<file path="src/rtl/ex_muldiv_signed.sv">
// rtl/ex_muldiv_signed.sv - iterative signed/unsigned multiply/divide unit
// Define MULDIV_DIV_EN to build the restoring divider; otherwise DIV/MOD return 0 with Z,V set.
module ex_muldiv_signed #(
    parameter int DATA_W = 24,
    parameter int CNT_W  = 5
) (
    input  logic              iw_clk,
    input  logic              iw_rst_n,
    input  logic              iw_valid,
    output logic              ow_ready,
    input  logic [1:0]        iw_op,
    input  logic              iw_sgn_en,
    input  logic [DATA_W-1:0] iw_a,
    input  logic [DATA_W-1:0] iw_b,
    input  logic              iw_flush,
    output logic              ow_done,
    output logic [DATA_W-1:0] ow_result,
    output logic [3:0]        ow_flags
);
    typedef enum logic [1:0] {S_IDLE, S_RUN, S_FIX, S_DONE} state_t;

    localparam logic [DATA_W-1:0] MIN_VAL = {1'b1, {(DATA_W-1){1'b0}}};
    localparam logic [CNT_W-1:0]  LAST    = CNT_W'(DATA_W);

    state_t              state;
    logic [CNT_W-1:0]    cnt;
    logic [1:0]          op;
    logic                sgn;
    logic                neg_res;
    logic [DATA_W-1:0]   opb;
    logic [2*DATA_W-1:0] prod;
`ifdef MULDIV_DIV_EN
    logic                neg_rem;
    logic                div0;
    logic                ovf;
    logic [DATA_W:0]     div_trial;
`endif

    logic                a_neg, b_neg;
    logic [DATA_W-1:0]   a_mag, b_mag;
    logic [DATA_W:0]     mul_sum;
    logic [2*DATA_W-1:0] prod_s;
    logic                mul_hi_nz;
    logic [DATA_W-1:0]   fix_res;
    logic                fix_c, fix_v;

    assign a_neg = iw_sgn_en & iw_a[DATA_W-1];
    assign b_neg = iw_sgn_en & iw_b[DATA_W-1];
    assign a_mag = a_neg ? -iw_a : iw_a;
    assign b_mag = b_neg ? -iw_b : iw_b;

    // Multiply: prod = {accumulator, remaining multiplier bits}, shifted right each step
    assign mul_sum = {1'b0, prod[2*DATA_W-1:DATA_W]} + (prod[0] ? {1'b0, opb} : {(DATA_W+1){1'b0}});
`ifdef MULDIV_DIV_EN
    // Divide: prod = {partial remainder, dividend/quotient bits}, shifted left each step
    assign div_trial = prod[2*DATA_W-1:DATA_W-1] - {1'b0, opb};
`endif

    assign prod_s    = neg_res ? -prod : prod;
    assign mul_hi_nz = |prod[2*DATA_W-1:DATA_W];

    always_comb begin
        fix_res = '0;
        fix_c   = 1'b0;
        fix_v   = 1'b0;
        case (op)
            2'b00: begin
                fix_res = prod_s[DATA_W-1:0];
                fix_c   = mul_hi_nz;
                fix_v   = mul_hi_nz | (sgn & (neg_res ? (prod[DATA_W-1:0] > MIN_VAL) : prod[DATA_W-1]));
            end
            2'b01: begin
                fix_res = prod_s[2*DATA_W-1:DATA_W];
                fix_c   = mul_hi_nz;
            end
`ifdef MULDIV_DIV_EN
            2'b10: begin
                fix_res = div0 ? '1 : (neg_res ? -prod[DATA_W-1:0] : prod[DATA_W-1:0]);
                fix_v   = div0 | ovf;
            end
            default: begin
                fix_res = neg_rem ? -prod[2*DATA_W-1:DATA_W] : prod[2*DATA_W-1:DATA_W];
                fix_v   = div0 | ovf;
            end
`else
            default: fix_v = 1'b1;
`endif
        endcase
    end

    assign ow_ready = (state == S_IDLE);
    assign ow_done  = (state == S_DONE);

    always_ff @(posedge iw_clk or negedge iw_rst_n) begin
        if (!iw_rst_n) begin
            state     <= S_IDLE;
            cnt       <= '0;
            op        <= '0;
            sgn       <= 1'b0;
            neg_res   <= 1'b0;
            opb       <= '0;
            prod      <= '0;
            ow_result <= '0;
            ow_flags  <= '0;
`ifdef MULDIV_DIV_EN
            neg_rem   <= 1'b0;
            div0      <= 1'b0;
            ovf       <= 1'b0;
`endif
        end else if (iw_flush) begin
            state <= S_IDLE;
            cnt   <= '0;
        end else begin
            case (state)
                S_IDLE: if (iw_valid) begin
                    op      <= iw_op;
                    sgn     <= iw_sgn_en;
                    neg_res <= a_neg ^ b_neg;
                    cnt     <= '0;
                    opb     <= iw_op[1] ? b_mag : a_mag;
                    prod    <= {{DATA_W{1'b0}}, (iw_op[1] ? a_mag : b_mag)};
`ifdef MULDIV_DIV_EN
                    neg_rem <= a_neg;
                    div0    <= (iw_b == '0);
                    ovf     <= iw_sgn_en & (iw_a == MIN_VAL) & (&iw_b);
                    state   <= S_RUN;
`else
                    // No divider: DIV/MOD take a one-cycle bypass through FIX
                    state   <= iw_op[1] ? S_FIX : S_RUN;
`endif
                end
                S_RUN: begin
                    if (cnt == LAST) begin
                        state <= S_FIX;
                    end else begin
                        cnt <= cnt + 1'b1;
`ifdef MULDIV_DIV_EN
                        if (op[1])
                            prod <= div_trial[DATA_W] ? {prod[2*DATA_W-2:0], 1'b0}
                                                      : {div_trial[DATA_W-1:0], prod[DATA_W-2:0], 1'b1};
                        else
`endif
                        prod <= {mul_sum, prod[DATA_W-1:1]};
                    end
                end
                S_FIX: begin
                    ow_result <= fix_res;
                    ow_flags  <= {fix_v, fix_c, fix_res[DATA_W-1], (fix_res == '0)};
                    state     <= S_DONE;
                end
                default: state <= S_IDLE;
            endcase
        end
    end
endmodule

</file>
<file path="config.mk">
export PLATFORM = sky130hd
export DESIGN_NAME = ex_muldiv_signed
export DESIGN_NICKNAME = d
export VERILOG_FILES = /design/src/rtl/ex_muldiv_signed.sv
export SDC_FILE = /design/constraint.sdc
export NUM_CORES = 1
export LEC_CHECK = 0
export BUFFER_PORTS_ARGS = -buffer_cell sky130_fd_sc_hd__buf_2
export CORE_ASPECT_RATIO = 0.8
export CORE_UTILIZATION = 55
export DETAILED_ROUTE_END_ITERATION = 7
export HOLD_SLACK_MARGIN = 0.05
export PLACE_DENSITY = 0.72
export RECOVER_POWER = 50
export SYNTH_ARGS = -nofsm -noshare
export SYNTH_HDL_FRONTEND = slang
export SYNTH_SLANG_ARGS = --single-unit
</file>
<file path="constraint.sdc">
create_clock -name iw_clk -period 7.5 [get_ports iw_clk]
set_input_delay 0.375 -clock iw_clk [delete_from_list [all_inputs] [get_ports iw_clk]]
set_output_delay 0.375 -clock iw_clk [all_outputs]
set_load 0.01 [all_outputs]
</file>
==> results by group <==
Outcome
  • Status: finished with violations
  • Violated checks: capacitance limit, slew limit

Layout
  • Design area: 9630 µm²
  • Filler cell count: 1460
  • Count of inserted antenna diode cells: 0
  • Layout cells sized above 1: 9.78%
  • Layout net count: between 1000 and 1500
  • Area growth from synthesis to layout: 8.75%

CTS
  • Clock-pin slew on the worst setup and hold paths: ~0.080 ns
  • Buffers inserted during post-CTS setup optimization: 0
  • H-tree levels: 3
  • Hold buffer count at cts: 0
  • CTS root buf: clkbuf_16
  • Clock Path Buffers: 2
  • Clock insertion delay at the later pin of the skew report: 0.37 ns
  • Clock Sink Count: 110
  • Resize count post-CTS: 0
  • Clock tree from TritonCTS: done
  • CTS buffer count: 9

STA
  • Number of hold violations in the final report: 0
  • RSZ-0062 raised after global routing: false
  • Final clock skew: about 0.012 ns
  • Min Clock Period, post-route: approximately 3.7 ns
  • Crit share post-route: 49.5%
  • Count of pins over their slew limit: 56
  • Count of endpoints failing setup in the final report: 0
  • Relative slew slack: -93.6%
  • Max Clock Freq: 269 MHz
  • Slew at the pin with the worst max-slew slack: between 2 and 3 ns
  • Fin Setup TNS: 0 ns

Yosys
  • Fraction of registers with async set/reset: 100%
  • Main flop type after synthesis: dfrtp_1
  • Synth top area share: approximately 31%
  • Cell count after synthesis: between 1000 and 1500
  • Number of warning messages in the yosys log: 0
  • Most frequent cell after synthesis: nand2_1
  • Dominant cell type by area after synthesis: dfrtp_1
  • Seq cells post-synth: between 100 and 150
  • Part of the Yosys area used for sequential elements: 31.1%
  • Number of unique standard cell types used by synthesis: just under 80
  • Post-synth EDFFs: 0
  • Synthesized area per cell: approximately 8 µm²
  • Number of nets produced by synthesis: between 1000 and 1500
  • Top post-synthesis cells by area: dfrtp_1, o21ai_0, nand2_1, xnor2_1, ha_1
  • Ranking of synthesized cells by instance count: nand2_1, o21ai_0, dfrtp_1
  • Synth Cell Area: slightly below 9000 µm²

Hold path
  • Hold depth: 2
  • Path class of the lowest-slack min-delay path: input port to flop
  • Hold path startpoint: iw_op[0]

Pwr
  • Power density over cell area: 357 nW/µm²
  • Worst-case vdd ir drop: ~210 µV
  • Power Total: 3430 µW
  • Leakage dissipation: around 0.0042 µW

Placed design
  • HPWL reported at the end of detailed placement: 20100 µm
  • Global placer's final weighted congestion: ~1.0
  • Count of buffers inserted at the top-level ports: 84
  • Post-DP Area: 9340 µm²

Worst setup path
  • Critical path capture point type: flop
  • Data required, critical path: 7.81 ns
  • Worst stage delay on the critical path: about 0.65 ns
  • Cell family with the largest share of critical-path delay: simple AND/OR/NAND/NOR gates
  • Buffers and inverters on the worst path: 3
  • Length in cells of the worst reg-to-reg path: 10
  • Startpoint of the most critical register-to-register path: state[1]
  • Number of cells on the critical path: 10
  • Worst path cell trace: inv_1 -> ha_1 -> buf_4 -> nor2_1 -> a211oi_1 -> nand2b_2 -> inv_1 -> nand2_1 -> nor4b_1 -> or3_1
  • Startpoint Class: flop
  • Worst-path maximum fanout: 46
  • Arrival time reported for the critical path endpoint: between 4 and 5 ns
  • Cell occurring most often along the worst timing path: inv_1
  • Category of the critical setup timing path: flop to flop
  • Setup crit start: state[1]
  • Highest-delay cell along the critical path: nand2_1

GRT
  • Pin count of the biggest net entering global routing: about 80
  • Antenna violations before repair: 0
  • GRT Overall Usage: 32.1%
  • Total congestion overflow after global routing: 0
  • Number of global-route vias before repair: 7323
  • First-pass GRT wire length: roughly 40000 µm

Floorplan
  • Starting density of the core: 56.2%
  • Die height: 115 µm
  • Floorplan die width: 144 µm
  • I/O Pins: 85
  • Rows: 41
  • Core Footprint: about 16000 µm²
  • Die area: roughly 17000 µm²

Routing
  • Detail Route Antenna Nets: 0
  • Initial detailed-routing violation count: roughly 950
  • Average detailed-routed wire length per instance: 19.2 µm
  • Drt total wl: around 26000 µm
  • DRC: 0
  • Length of the first detailed-routing pass in iterations: 7
  • Via count: about 8400
  • Vias/cell: around 6.2

Run
  • Max_cap viols: 1
[logic make-up (layout without fill, tap and decap cells)]
group,Yosys count,in the layout,synth area share [%]
flip-flops,110,110,31.1
adder cells (fa/ha/maj),34,34,4.89
XOR/XNOR,101,101,9.99
multiplexers,29,29,3.41
AO/OA/AOI/OAI,326,326,23.5
AND/OR/NAND/NOR,408,408,22.9
buffers and inverters,94,137,4.24
[state kept, by name, summed over array words and instances, names as in the netlist]
signal     count
sgn            1
prod          48
op             2
ow_result     23
neg_res        1
state          2
cnt            5
opb           24
ow_flags       4
[layout by cell type, fill, tap and decap left out, types with 14 or more instances in the layout]
cell type / Yosys / final
and2_1: 27 / 27
nand2_1: 139 / 139
nor3_1: 26 / 26
xnor2_1: 59 / 59
inv_1: 28 / 28
xor2_1: 42 / 42
or3_1: 15 / 15
a31oi_1: 18 / 18
dfrtp_1: 110 / 110
clkbuf_1: 51 / 29
a211oi_1: 22 / 22
buf_2: 3 / 55
nor2_1: 97 / 97
mux2i_1: 20 / 20
a21oi_1: 75 / 75
o31ai_1: 14 / 14
ha_1: 33 / 33
o21ai_0: 115 / 115
nand3_1: 21 / 21
[worst paths after layout]
path                                  to  slack (ns)
setup / recovery                prod[43]        3.79
hold / removal                     op[0]        0.23
setup reg to reg                prod[43]        3.79
hold reg to reg                  opb[18]        0.48
max in group asynchronous        opb[23]        4.61
min in group asynchronous  ow_result[11]        0.93
[where the power goes]
part / internal, µW / switching (µW) / leakage, µW / total, µW
Sequential: 814 / 292 / 0.00143 / 1110
Clock: 271 / 254 / 0.000158 / 525
Combinational: 670 / 1130 / 0.00265 / 1800
[per-layer routing]
layer	vias up	global-route usage [%]	part of all wire [%]
met4	0	9.22	2.2
li1	4069	-	-
met5	-	0	0
met3	37	4.88	7.0
met1	3995	48.4	48
met2	329	47.3	43
[metrics by stage]
stage	setup WS, ns	hold WS, ns	cells	utilization [%]
3_3_place_gp	3.99	0.455	1344	59.3
4_1_cts	3.80	0.0608	1360	61.4
2_1_floorplan	4.48	0.0794	1102	-
3_5_place_dp	3.83	0.458	1344	59.3
6_report	3.79	0.233	1360	61.1
5_1_grt	3.38	0.237	1360	61.1
[worst reg2reg max path, cell delays in order (launching register included)]
cell and delay (ns):
dfrtp_1 0.40, inv_1 0.15, ha_1 0.18, buf_4 0.39, nor2_1 0.08, a211oi_1 0.34
nand2b_2 0.37, inv_1 0.43, nand2_1 0.65, nor4b_1 0.51, or3_1 0.16
[area by class of cell]
| type | count | area (µm²) | share of cell area (%) |
|---|---|---|---|
| tap | 215 | 269 | 2.79 |
| clock buffer | 9 | 225 | 2.34 |
| timing repair buffer | 92 | 444 | 4.61 |
| inverter | 29 | 109 | 1.13 |
| sequential | 110 | 2750 | 28.6 |
| multi-input combinational | 898 | 5730 | 59.5 |
| clock inverter | 7 | 100 | 1.04 |
Note: power is estimated with default switching activity, not from simulation.
